### src/rtl/axis_ic_pkg.sv
// Shared types and helpers for the AXI4-Stream interconnect arbiters and buffers.
package axis_ic_pkg;

  typedef enum logic [0:0] {
    IDLE   = 1'b0,
    LOCKED = 1'b1
  } arb_state_e;

  // ENTRY_PACKET field order, MSB to LSB: tdata, tdest, tid, tuser, tlast.
  typedef enum logic [2:0] {
    ENTRY_TDATA = 3'd0,
    ENTRY_TDEST = 3'd1,
    ENTRY_TID   = 3'd2,
    ENTRY_TUSER = 3'd3,
    ENTRY_TLAST = 3'd4
  } entry_field_e;

  function automatic int entry_width(input int data_bytes, input int dest_w,
                                     input int id_w, input int user_w);
    return data_bytes * 8 + dest_w + id_w + user_w + 1;
  endfunction

endpackage

### src/rtl/rr_picker.sv
// Combinational round-robin picker: first requester above the last grant, with wraparound.
module rr_picker #(
  parameter int S    = 4,
  parameter int IDXW = (S > 1) ? $clog2(S) : 1
) (
  input  logic [S-1:0]    req,
  input  logic [IDXW-1:0] last,
  output logic [IDXW-1:0] gnt_idx,
  output logic            any
);

  logic [IDXW-1:0] cand_s;
  logic            found_s;

  // Scan (last+1) .. (last+S) mod S and keep the first hit.
  always_comb begin
    gnt_idx = '0;
    cand_s  = '0;
    found_s = 1'b0;
    for (int i = 1; i <= S; i++) begin
      cand_s = IDXW'((int'(last) + i) % S);
      if (!found_s && req[cand_s]) begin
        gnt_idx = cand_s;
        found_s = 1'b1;
      end else begin
        found_s = found_s;
      end
    end
  end

  assign any = |req;

endmodule

### src/rtl/axis_packet_arbiter.sv
// Packet-atomic round-robin arbiter: locks one AXI4-Stream input from first beat to
// tlast and drives a registered output beat.
module axis_packet_arbiter
  import axis_ic_pkg::*;
#(
  parameter int S           = 4,
  parameter int DATA_WIDTH  = 2,
  parameter int TDEST_WIDTH = 4,
  parameter int TID_WIDTH   = 2,
  parameter int TUSER_WIDTH = 2
) (
  input  logic                                clk,
  input  logic                                rst,
  input  logic [S-1:0][DATA_WIDTH*8-1:0]      s_axis_tdata,
  input  logic [S-1:0][TDEST_WIDTH-1:0]       s_axis_tdest,
  input  logic [S-1:0][TID_WIDTH-1:0]         s_axis_tid,
  input  logic [S-1:0][TUSER_WIDTH-1:0]       s_axis_tuser,
  input  logic [S-1:0]                        s_axis_tvalid,
  input  logic [S-1:0]                        s_axis_tlast,
  output logic [S-1:0]                        s_axis_tready,
  output logic [DATA_WIDTH*8-1:0]             m_axis_tdata,
  output logic [TDEST_WIDTH-1:0]              m_axis_tdest,
  output logic [TID_WIDTH-1:0]                m_axis_tid,
  output logic [TUSER_WIDTH-1:0]              m_axis_tuser,
  output logic                                m_axis_tlast,
  output logic                                m_axis_tvalid,
  input  logic                                m_axis_tready,
  output logic [S-1:0]                        arb_grant,
  output logic                                arb_busy
);

  localparam int IDXW     = (S > 1) ? $clog2(S) : 1;
  localparam int BEAT_W   = entry_width(DATA_WIDTH, TDEST_WIDTH, TID_WIDTH, TUSER_WIDTH);
  localparam int OFF_USER = 1;
  localparam int OFF_ID   = OFF_USER + TUSER_WIDTH;
  localparam int OFF_DEST = OFF_ID + TID_WIDTH;
  localparam int OFF_DATA = OFF_DEST + TDEST_WIDTH;

  arb_state_e        state_r, state_nxt_s;
  logic [IDXW-1:0]   rr_last_r, grant_idx_r, pick_idx_s;
  logic [S-1:0]      grant_r, pick_oh_s, tready_s;
  logic              pick_any_s, out_ready_s, accept_s, pkt_end_s;
  logic [BEAT_W-1:0] beat_s, beat_r;
  logic              m_valid_r;

  rr_picker #(.S(S)) u_picker (
    .req     (s_axis_tvalid),
    .last    (rr_last_r),
    .gnt_idx (pick_idx_s),
    .any     (pick_any_s)
  );

  assign out_ready_s = !m_valid_r || m_axis_tready;
  assign beat_s = {s_axis_tdata[grant_idx_r], s_axis_tdest[grant_idx_r], s_axis_tid[grant_idx_r],
                   s_axis_tuser[grant_idx_r], s_axis_tlast[grant_idx_r]};

  // Next state, owner handshake and one-hot form of the picker result.
  always_comb begin
    state_nxt_s = state_r;
    tready_s    = '0;
    accept_s    = 1'b0;
    pkt_end_s   = 1'b0;
    pick_oh_s   = '0;
    pick_oh_s[pick_idx_s] = 1'b1;
    case (state_r)
      IDLE: begin
        if (pick_any_s) begin
          state_nxt_s = LOCKED;
        end else begin
          state_nxt_s = IDLE;
        end
      end
      LOCKED: begin
        tready_s[grant_idx_r] = out_ready_s;
        accept_s  = s_axis_tvalid[grant_idx_r] && out_ready_s;
        pkt_end_s = accept_s && s_axis_tlast[grant_idx_r];
        if (pkt_end_s) begin
          state_nxt_s = IDLE;
        end else begin
          state_nxt_s = LOCKED;
        end
      end
      default: state_nxt_s = IDLE;
    endcase
  end

  // Arbitration state: lock on grant in IDLE, release and remember owner on tlast.
  always_ff @(posedge clk or posedge rst) begin
    if (rst) begin
      state_r     <= IDLE;
      rr_last_r   <= IDXW'(S - 1);
      grant_idx_r <= '0;
      grant_r     <= '0;
    end else begin
      state_r <= state_nxt_s;
      if (state_r == IDLE && pick_any_s) begin
        grant_idx_r <= pick_idx_s;
        grant_r     <= pick_oh_s;
      end
      if (pkt_end_s) begin
        rr_last_r <= grant_idx_r;
        grant_r   <= '0;
      end
    end
  end

  // Output register; payload holds while stalled or empty.
  always_ff @(posedge clk or posedge rst) begin
    if (rst) begin
      m_valid_r <= 1'b0;
      beat_r    <= '0;
    end else if (accept_s) begin
      m_valid_r <= 1'b1;
      beat_r    <= beat_s;
    end else if (m_axis_tready) begin
      m_valid_r <= 1'b0;
    end
  end

  assign s_axis_tready = tready_s;
  assign m_axis_tvalid = m_valid_r;
  assign m_axis_tlast  = beat_r[0];
  assign m_axis_tuser  = beat_r[OFF_USER +: TUSER_WIDTH];
  assign m_axis_tid    = beat_r[OFF_ID +: TID_WIDTH];
  assign m_axis_tdest  = beat_r[OFF_DEST +: TDEST_WIDTH];
  assign m_axis_tdata  = beat_r[OFF_DATA +: DATA_WIDTH*8];
  assign arb_grant     = grant_r;
  assign arb_busy      = (state_r == LOCKED);

endmodule
### config.mk
export PLATFORM = sky130hd
export DESIGN_NAME = axis_packet_arbiter
export DESIGN_NICKNAME = d
export VERILOG_FILES = /design/src/rtl/axis_ic_pkg.sv /design/src/rtl/rr_picker.sv /design/src/rtl/axis_packet_arbiter.sv
export SDC_FILE = /design/constraint.sdc
export NUM_CORES = 1
export LEC_CHECK = 0
export ABC_AREA = 1
export BUFFER_PORTS_ARGS = -buffer_cell sky130_fd_sc_hd__clkbuf_2
export CAP_MARGIN = 20
export CORE_MARGIN = 5
export CORE_UTILIZATION = 40
export DETAILED_ROUTE_END_ITERATION = 12
export PLACE_DENSITY = 0.75
export SLEW_MARGIN = 15
export SYNTH_ARGS = -nofsm -noshare
export SYNTH_HDL_FRONTEND = slang
export SYNTH_HIERARCHICAL = 1
export SYNTH_SLANG_ARGS = --single-unit
### constraint.sdc
create_clock -name clk -period 1.64 [get_ports clk]
set_input_delay 0.082 -clock clk [delete_from_list [all_inputs] [get_ports clk]]
set_output_delay 0.082 -clock clk [all_outputs]
set_load 0.03 [all_outputs]
---- After elaboration in Yosys (flattened, before gate mapping) ----
Cells that the tools add are included.
word-level totals
  register bits ........................... 35
  input port bits ......................... 107
cells by class
  bitwise logic cells ..................... 2
  $lt $le $gt $ge ......................... 8
  reductions and logical operators ........ 16
  muxes and demuxes ....................... 41
  $add $sub $neg .......................... 4
operators with widths
  operator               count
  $bmux W16 S2           1
  $lt A2 B3 Y1 const B   6
  $mux W1                17
  $mux W16               1
  $mux W4                4
  $bmux W1 S2            6
  $mux W2                6
  $bmux W2 S2            2
  $bmux W4 S2            1
  $logic_and A1 B1 Y1    8
  $add A2 B1 Y2 const B  2
  $add A2 B2 Y2 const B  2
  $and A4 B4 Y4          1
  $demux W1 S2           2
  $ge A2 B1 Y1 const B   2
  $logic_not A1 Y1       4
  $reduce_bool A2 Y1     2
  $reduce_or A4 Y1       1
  $pmux W1 S2            1
  $logic_or A1 B1 Y1     1
  $not A1 Y1             1

---- Logic depth before layout (Yosys ltp) ----
  word-level depth ........................ 19
  mapped depth ............................ 14

---- Hierarchy ----
Netlist, hierarchy kept.
by module, submodules not included
  module               cells each  area each (µm²)  instances
  axis_packet_arbiter  285         2134.5           1
  rr_picker            50          301.5            1

---- Worst setup path after synthesis ----
OpenSTA, ideal clock, no wires.
  path type ............................... reg2out
  from .................................... register state_r, in the netlist arb_busy
  to ...................................... output port s_axis_tready[0]
  buffers on the path ..................... 0
  arrival ................................. 1.649 ns
  setup slack ............................. -0.091 ns
  stages on the path, launching flop included .. 5
  data required time ...................... 1.558 ns
  cells stage by stage .................... dfrtp_1 -> inv_1 -> nor2_1 -> inv_1 -> nor3_1
on the way
  longest elaborated chain between the ends .. 1
ends and longest elaborated chain
  what                    line                       text
  from (decl)             axis_packet_arbiter.sv:39  arb_state_e state_r, state_nxt_s;
  from (signal assigned)  axis_packet_arbiter.sv:95  state_r <= state_nxt_s;
  $mux W4                 axis_packet_arbiter.sv:65  case (state_r)
  to (decl)               axis_packet_arbiter.sv:20  output logic [S-1:0] s_axis_tready,
Every way passes these cells.

---- Worst setup path in the final report ----
  from .................................... register rr_last_r[0]
  to ...................................... register grant_r[1], in the netlist arb_grant[1]
on the way
  longest elaborated chain between the ends .. 19
  elaborated cells on any way between the ends .. 32
  classes of those cells .................. 4 x add/sub; 2 x order compare; 19 x mux; 7 x reduce/logical
ends and longest elaborated chain
  what                                                                       line                        text
  from (decl)                                                                axis_packet_arbiter.sv:40   logic [IDXW-1:0] rr_last_r, grant_idx_r, pick_idx_s;
  from (signal assigned)                                                     axis_packet_arbiter.sv:91   rr_last_r <= IDXW'(S - 1);
  from (signal assigned)                                                     axis_packet_arbiter.sv:101  rr_last_r <= grant_idx_r;
  $add A2 B1 Y2                                                              rr_picker.sv:21             cand_s = IDXW'((int'(last) + i) % S);
  $bmux W1 S2                                                                rr_picker.sv:22             if (!found_s && req[cand_s]) begin
  $mux W1 (implied by the code)                                              rr_picker.sv:22
  $mux W1                                                                    rr_picker.sv:22
  $logic_not A1 Y1                                                           rr_picker.sv:22
  $logic_and A1 B1 Y1                                                        rr_picker.sv:22
  $mux W1                                                                    rr_picker.sv:22
  $logic_not A1 Y1                                                           rr_picker.sv:22
  [4 not listed]                                                             -
  $mux W2 *                                                                  rr_picker.sv:22
  net pick_idx_s[0]                                                          axis_packet_arbiter.sv:40
  $lt A2 B3 Y1 (implied by the code) / $ge A2 B1 Y1 (equally long branches)  axis_packet_arbiter.sv:64   pick_oh_s[pick_idx_s] = 1'b1;
  $logic_and A1 B1 Y1 (implied by the code)                                  axis_packet_arbiter.sv:64
  $mux W1 (implied by the code)                                              axis_packet_arbiter.sv:64
  $demux W1 S2 *                                                             axis_packet_arbiter.sv:64
  $mux W4 *                                                                  axis_packet_arbiter.sv:96   if (state_r == IDLE && pick_any_s) begin
  $mux W4 *                                                                  axis_packet_arbiter.sv:100  if (pkt_end_s) begin
  to (signal assigned)                                                       axis_packet_arbiter.sv:98   grant_r <= pick_oh_s;
  to (decl)                                                                  axis_packet_arbiter.sv:41   logic [S-1:0] grant_r, pick_oh_s, tready_s;
The timed path passes the listed nets; every way through them passes the cells marked *. The select of a mux whose other input is x is not followed.
A chain may end at the register's enable or synchronous reset.

==> results_tabular.tex <==
\begin{tabular}{lr}
\hline
Metric & Value \\
\hline
\multicolumn{2}{l}{\textbf{Routing}} \\
DR top layer & met4 \\
Drt via density & 4.80 \\
TritonRoute pass-1 iters & 4 \\
Sum of routed wire length over all layers & 7.88 mm \\
Met2 wire length & 4.08 mm \\
Via count & 2690 \\
Routed WL per cell & 14.1 um \\
DR iter-0 viols & 56 \\
Met1 layer wirelength in the final routing & 3.17 mm \\
Met3 Wirelength & 536 um \\
Number of nets still failing antenna checks after routing & 0 \\
Remaining design rule violation count & 0 \\
\multicolumn{2}{l}{\textbf{Logic synthesis}} \\
Top post-synthesis cells by area & dfrtp\_1, nand2\_1, o21ai\_2 \\
Top-area cell type share of the netlist area & 33.9\% \\
Post-synthesis average cell area & 7.27 um2 \\
Part of the Yosys area used for sequential elements & 36.1\% \\
Post-Syn Area & 2440 um2 \\
Synthesized flop and latch total & 35 \\
Post-Syn Instances & 335 \\
Number of nets in the synthesized netlist & 442 \\
Syn. warnings & 6 \\
Post-synthesis cell type count & 26 \\
Largest area contributor in the netlist & dfrtp\_1 \\
\multicolumn{2}{l}{\textbf{Hold path}} \\
Hold path startpoint & m\_axis\_tready \\
Type of the worst min-delay path & in -> reg \\
Worst-case hold path end point & m\_axis\_tvalid\$\_DFFE\_PP0P\_ \\
Worst hold path stage count & 2 \\
\multicolumn{2}{l}{\textbf{Timing}} \\
Setup clock skew after layout & 0.00551 ns \\
Max Fclk & 561 MHz \\
Relative slew margins & 66.9\% \\
RSZ-0062 raised after global routing & true \\
\# setup viols final & 6 \\
Worst-Margin Slew & 0.495 ns \\
PnR worst setup slack & -0.141 ns \\
Ratio of final minimum period to clock period & 109\% \\
Fin. max-slew vios & 0 \\
Final hold slack & 0.00441 ns \\
Fin. Hold Viols & 0 \\
Min Clock Period, post-route & 1.78 ns \\
\multicolumn{2}{l}{\textbf{Place}} \\
Worst-case setup slack after placement & -0.115 ns \\
Placed cell count & 546 \\
Gp weighted congestion & 0.798 \\
Dpl hpwl & 5.97 mm \\
Number of port buffers & 141 \\
\multicolumn{2}{l}{\textbf{Critical path}} \\
Logic depth of the worst register-to-register path & 11 \\
Arr. time, crit path & 2.01 ns \\
Crit path kind & reg -> reg \\
R2R setup slack & -0.14 ns \\
Required time of the worst setup path & 1.87 ns \\
R2R Path End & arb\_grant[1]\$\_DFFE\_PP0P\_ \\
Startpoint Class & flip-flop \\
Maximum net fanout on the critical path & 8 \\
Critical path endpoint category & flip-flop \\
Crit path from & rr\_last\_r[0]\$\_DFFE\_PP1P\_ \\
RR Startpoint & rr\_last\_r[0]\$\_DFFE\_PP1P\_ \\
\multicolumn{2}{l}{\textbf{Floorplan}} \\
Floorplan core area & 5920 um2 \\
Standard-cell row count & 28 \\
Chip Width & 88.0 um \\
Height of the die & 88.0 um \\
I/O pin cnt & 142 \\
Starting Density & 41.1\% \\
Die area & 7750 um2 \\
\multicolumn{2}{l}{\textbf{Outcome}} \\
Result of the run & finished, violations left \\
Failing checks & setup timing \\
\multicolumn{2}{l}{\textbf{Global routing}} \\
Via count of the first global-routing pass & 2634 \\
Total gr overflow & 0 \\
Maximum number of pins on one net before global-route repair & 29 \\
Wire length of the first global-routing pass & 11.8 mm \\
Antenna violations before repair & 0 \\
Total global routing track utilization & 19.4\% \\
\multicolumn{2}{l}{\textbf{Clock tree}} \\
Clock latency on the worst-skew pair & 0.29 ns \\
Clock Sink Count & 35 \\
Clock tree from TritonCTS & done \\
Total clock buffers created by CTS & 5 \\
Clock slew at the register clock pins of the worst setup and hold paths & 0.07 ns \\
CTS Buffer Depth & 2 \\
\# H-tree levels & 2 \\
Root Driver & clkbuf\_8 \\
\multicolumn{2}{l}{\textbf{Finish}} \\
Layout Nets & 591 \\
Final standard cell utilization of the core & 58.1\% \\
Synth-to-Final Area Change & 41.2\% \\
Post-route non-filler standard cell count & 560 \\
Number of antenna cells inserted & 0 \\
Fraction of layout cells with a size suffix above 1 & 47.0\% \\
\multicolumn{2}{l}{\textbf{Pwr}} \\
Power density normalized to cell area & 2120 nW/um2 \\
Leakage power & 1.92 nW \\
Maximum VDD drop & 0.000846 V \\
\multicolumn{2}{l}{\textbf{Run}} \\
Number of max-cap violations & 0 \\
\hline
\end{tabular}
==> critical path, stage by stage (launching register included) <==
cell and delay (ns):
dfstp_2 0.63, inv_6 0.07, nand2_1 0.08, nand2_2 0.07, nand2_4 0.08, nand2_4 0.07
nor2_8 0.12, nand4_1 0.11, nand2_2 0.11, nand2_2 0.08, or2_4 0.25, nand2_1 0.06
==> worst max-delay path by stage <==
stage / to / depth (start not counted)
3_5_place_dp: arb_grant[1]$_DFFE_PP0P_ / 11
5_1_grt: arb_grant[1]$_DFFE_PP0P_ / 11
6_report: arb_grant[1]$_DFFE_PP0P_ / 11
3_3_place_gp: arb_grant[0]$_DFFE_PP0P_ / 12
2_1_floorplan: s_axis_tready[0] / 4
4_1_cts: arb_grant[1]$_DFFE_PP0P_ / 10
==> timing repair <==
item                                   in CTS  in global routing
hold buffers                                1                  0
setup buffers                               1                  1
resized for setup                           9                 13
pin swaps                                   9                  6
endpoints found under the hold margin      33                  0
gates cloned                                2                  1
setup endpoints to repair                  30                 33
==> placed cells by master, fill, tap and decap left out, types with 3 or more instances in the layout <==
master,count
o21ai_2,25
nand2_4,6
nand3_1,30
a21oi_1,24
nand3_2,4
o21ai_1,3
nor2_1,5
nor2_4,6
o21ai_0,4
inv_2,3
inv_1,13
nand2_2,15
clkbuf_8,5
buf_4,13
dfrtp_1,33
clkbuf_2,138
nand2_1,136
==> per-stage QoR <==
step	power (mW)	setup TNS [ns]	cell area, um2
2_1_floorplan	5.07	-0.287	2440
3_3_place_gp	6.03	-0.107	3210
3_5_place_dp	6.13	-0.921	3210
4_1_cts	7.22	-0.250	3400
5_1_grt	7.85	-1.24	3440
6_report	7.29	-0.492	3440
==> cell type report <==
| class | count | area (um2) |
|---|---|---|
| clock buffer | 6 | 72.6 |
| clock inverter | 2 | 60.1 |
| fill | 604 | 2480 |
| inverter | 19 | 83.8 |
| multi-input combinational | 268 | 1410 |
| sequential | 35 | 878 |
| tap | 75 | 93.8 |
| timing repair buffer | 155 | 843 |
==> registers in the layout, summed over array words and instances (netlist names) <==
signal and cells:
arb_busy 1, beat_r 25, rr_last_r 2, grant_idx_r 2
m_axis_tvalid 1, arb_grant 4
==> report_power, final <==
| part | switching [mW] | internal [mW] |
|---|---|---|
| sequential | 0.293 | 1.28 |
| combinational | 3.17 | 1.62 |
| clock | 0.320 | 0.608 |
| total | 3.78 | 3.51 |
==> cell usage after synthesis, drive strengths merged <==
cell type    n
inv         19
a21oi       24
nand3b       1
nand2      157
buf         16
o21ai       32
dfstp        2
nand4        2
a31oi        1
nor3         3
nand3       34
or2          1
nor2         9
dfrtp       33
o211a        1
==> routing by layer <==
| layer | GRT usage, % | up-vias |
|---|---|---|
| met3 | 4.89 | 11 |
| met5 | 0 | - |
| li1 | - | 1389 |
| met1 | 23.7 | 1194 |
| met2 | 33.7 | 96 |
| met4 | 5.63 | 0 |
==> logic make-up after synthesis <==
kind of cell	share of synthesized area, %
and+or+nand+nor	39.1
AOI/OAI and AO/OA	15.9
DFF	36.1
buffers and inverters	8.94
(Power assumes the default switching activity.)
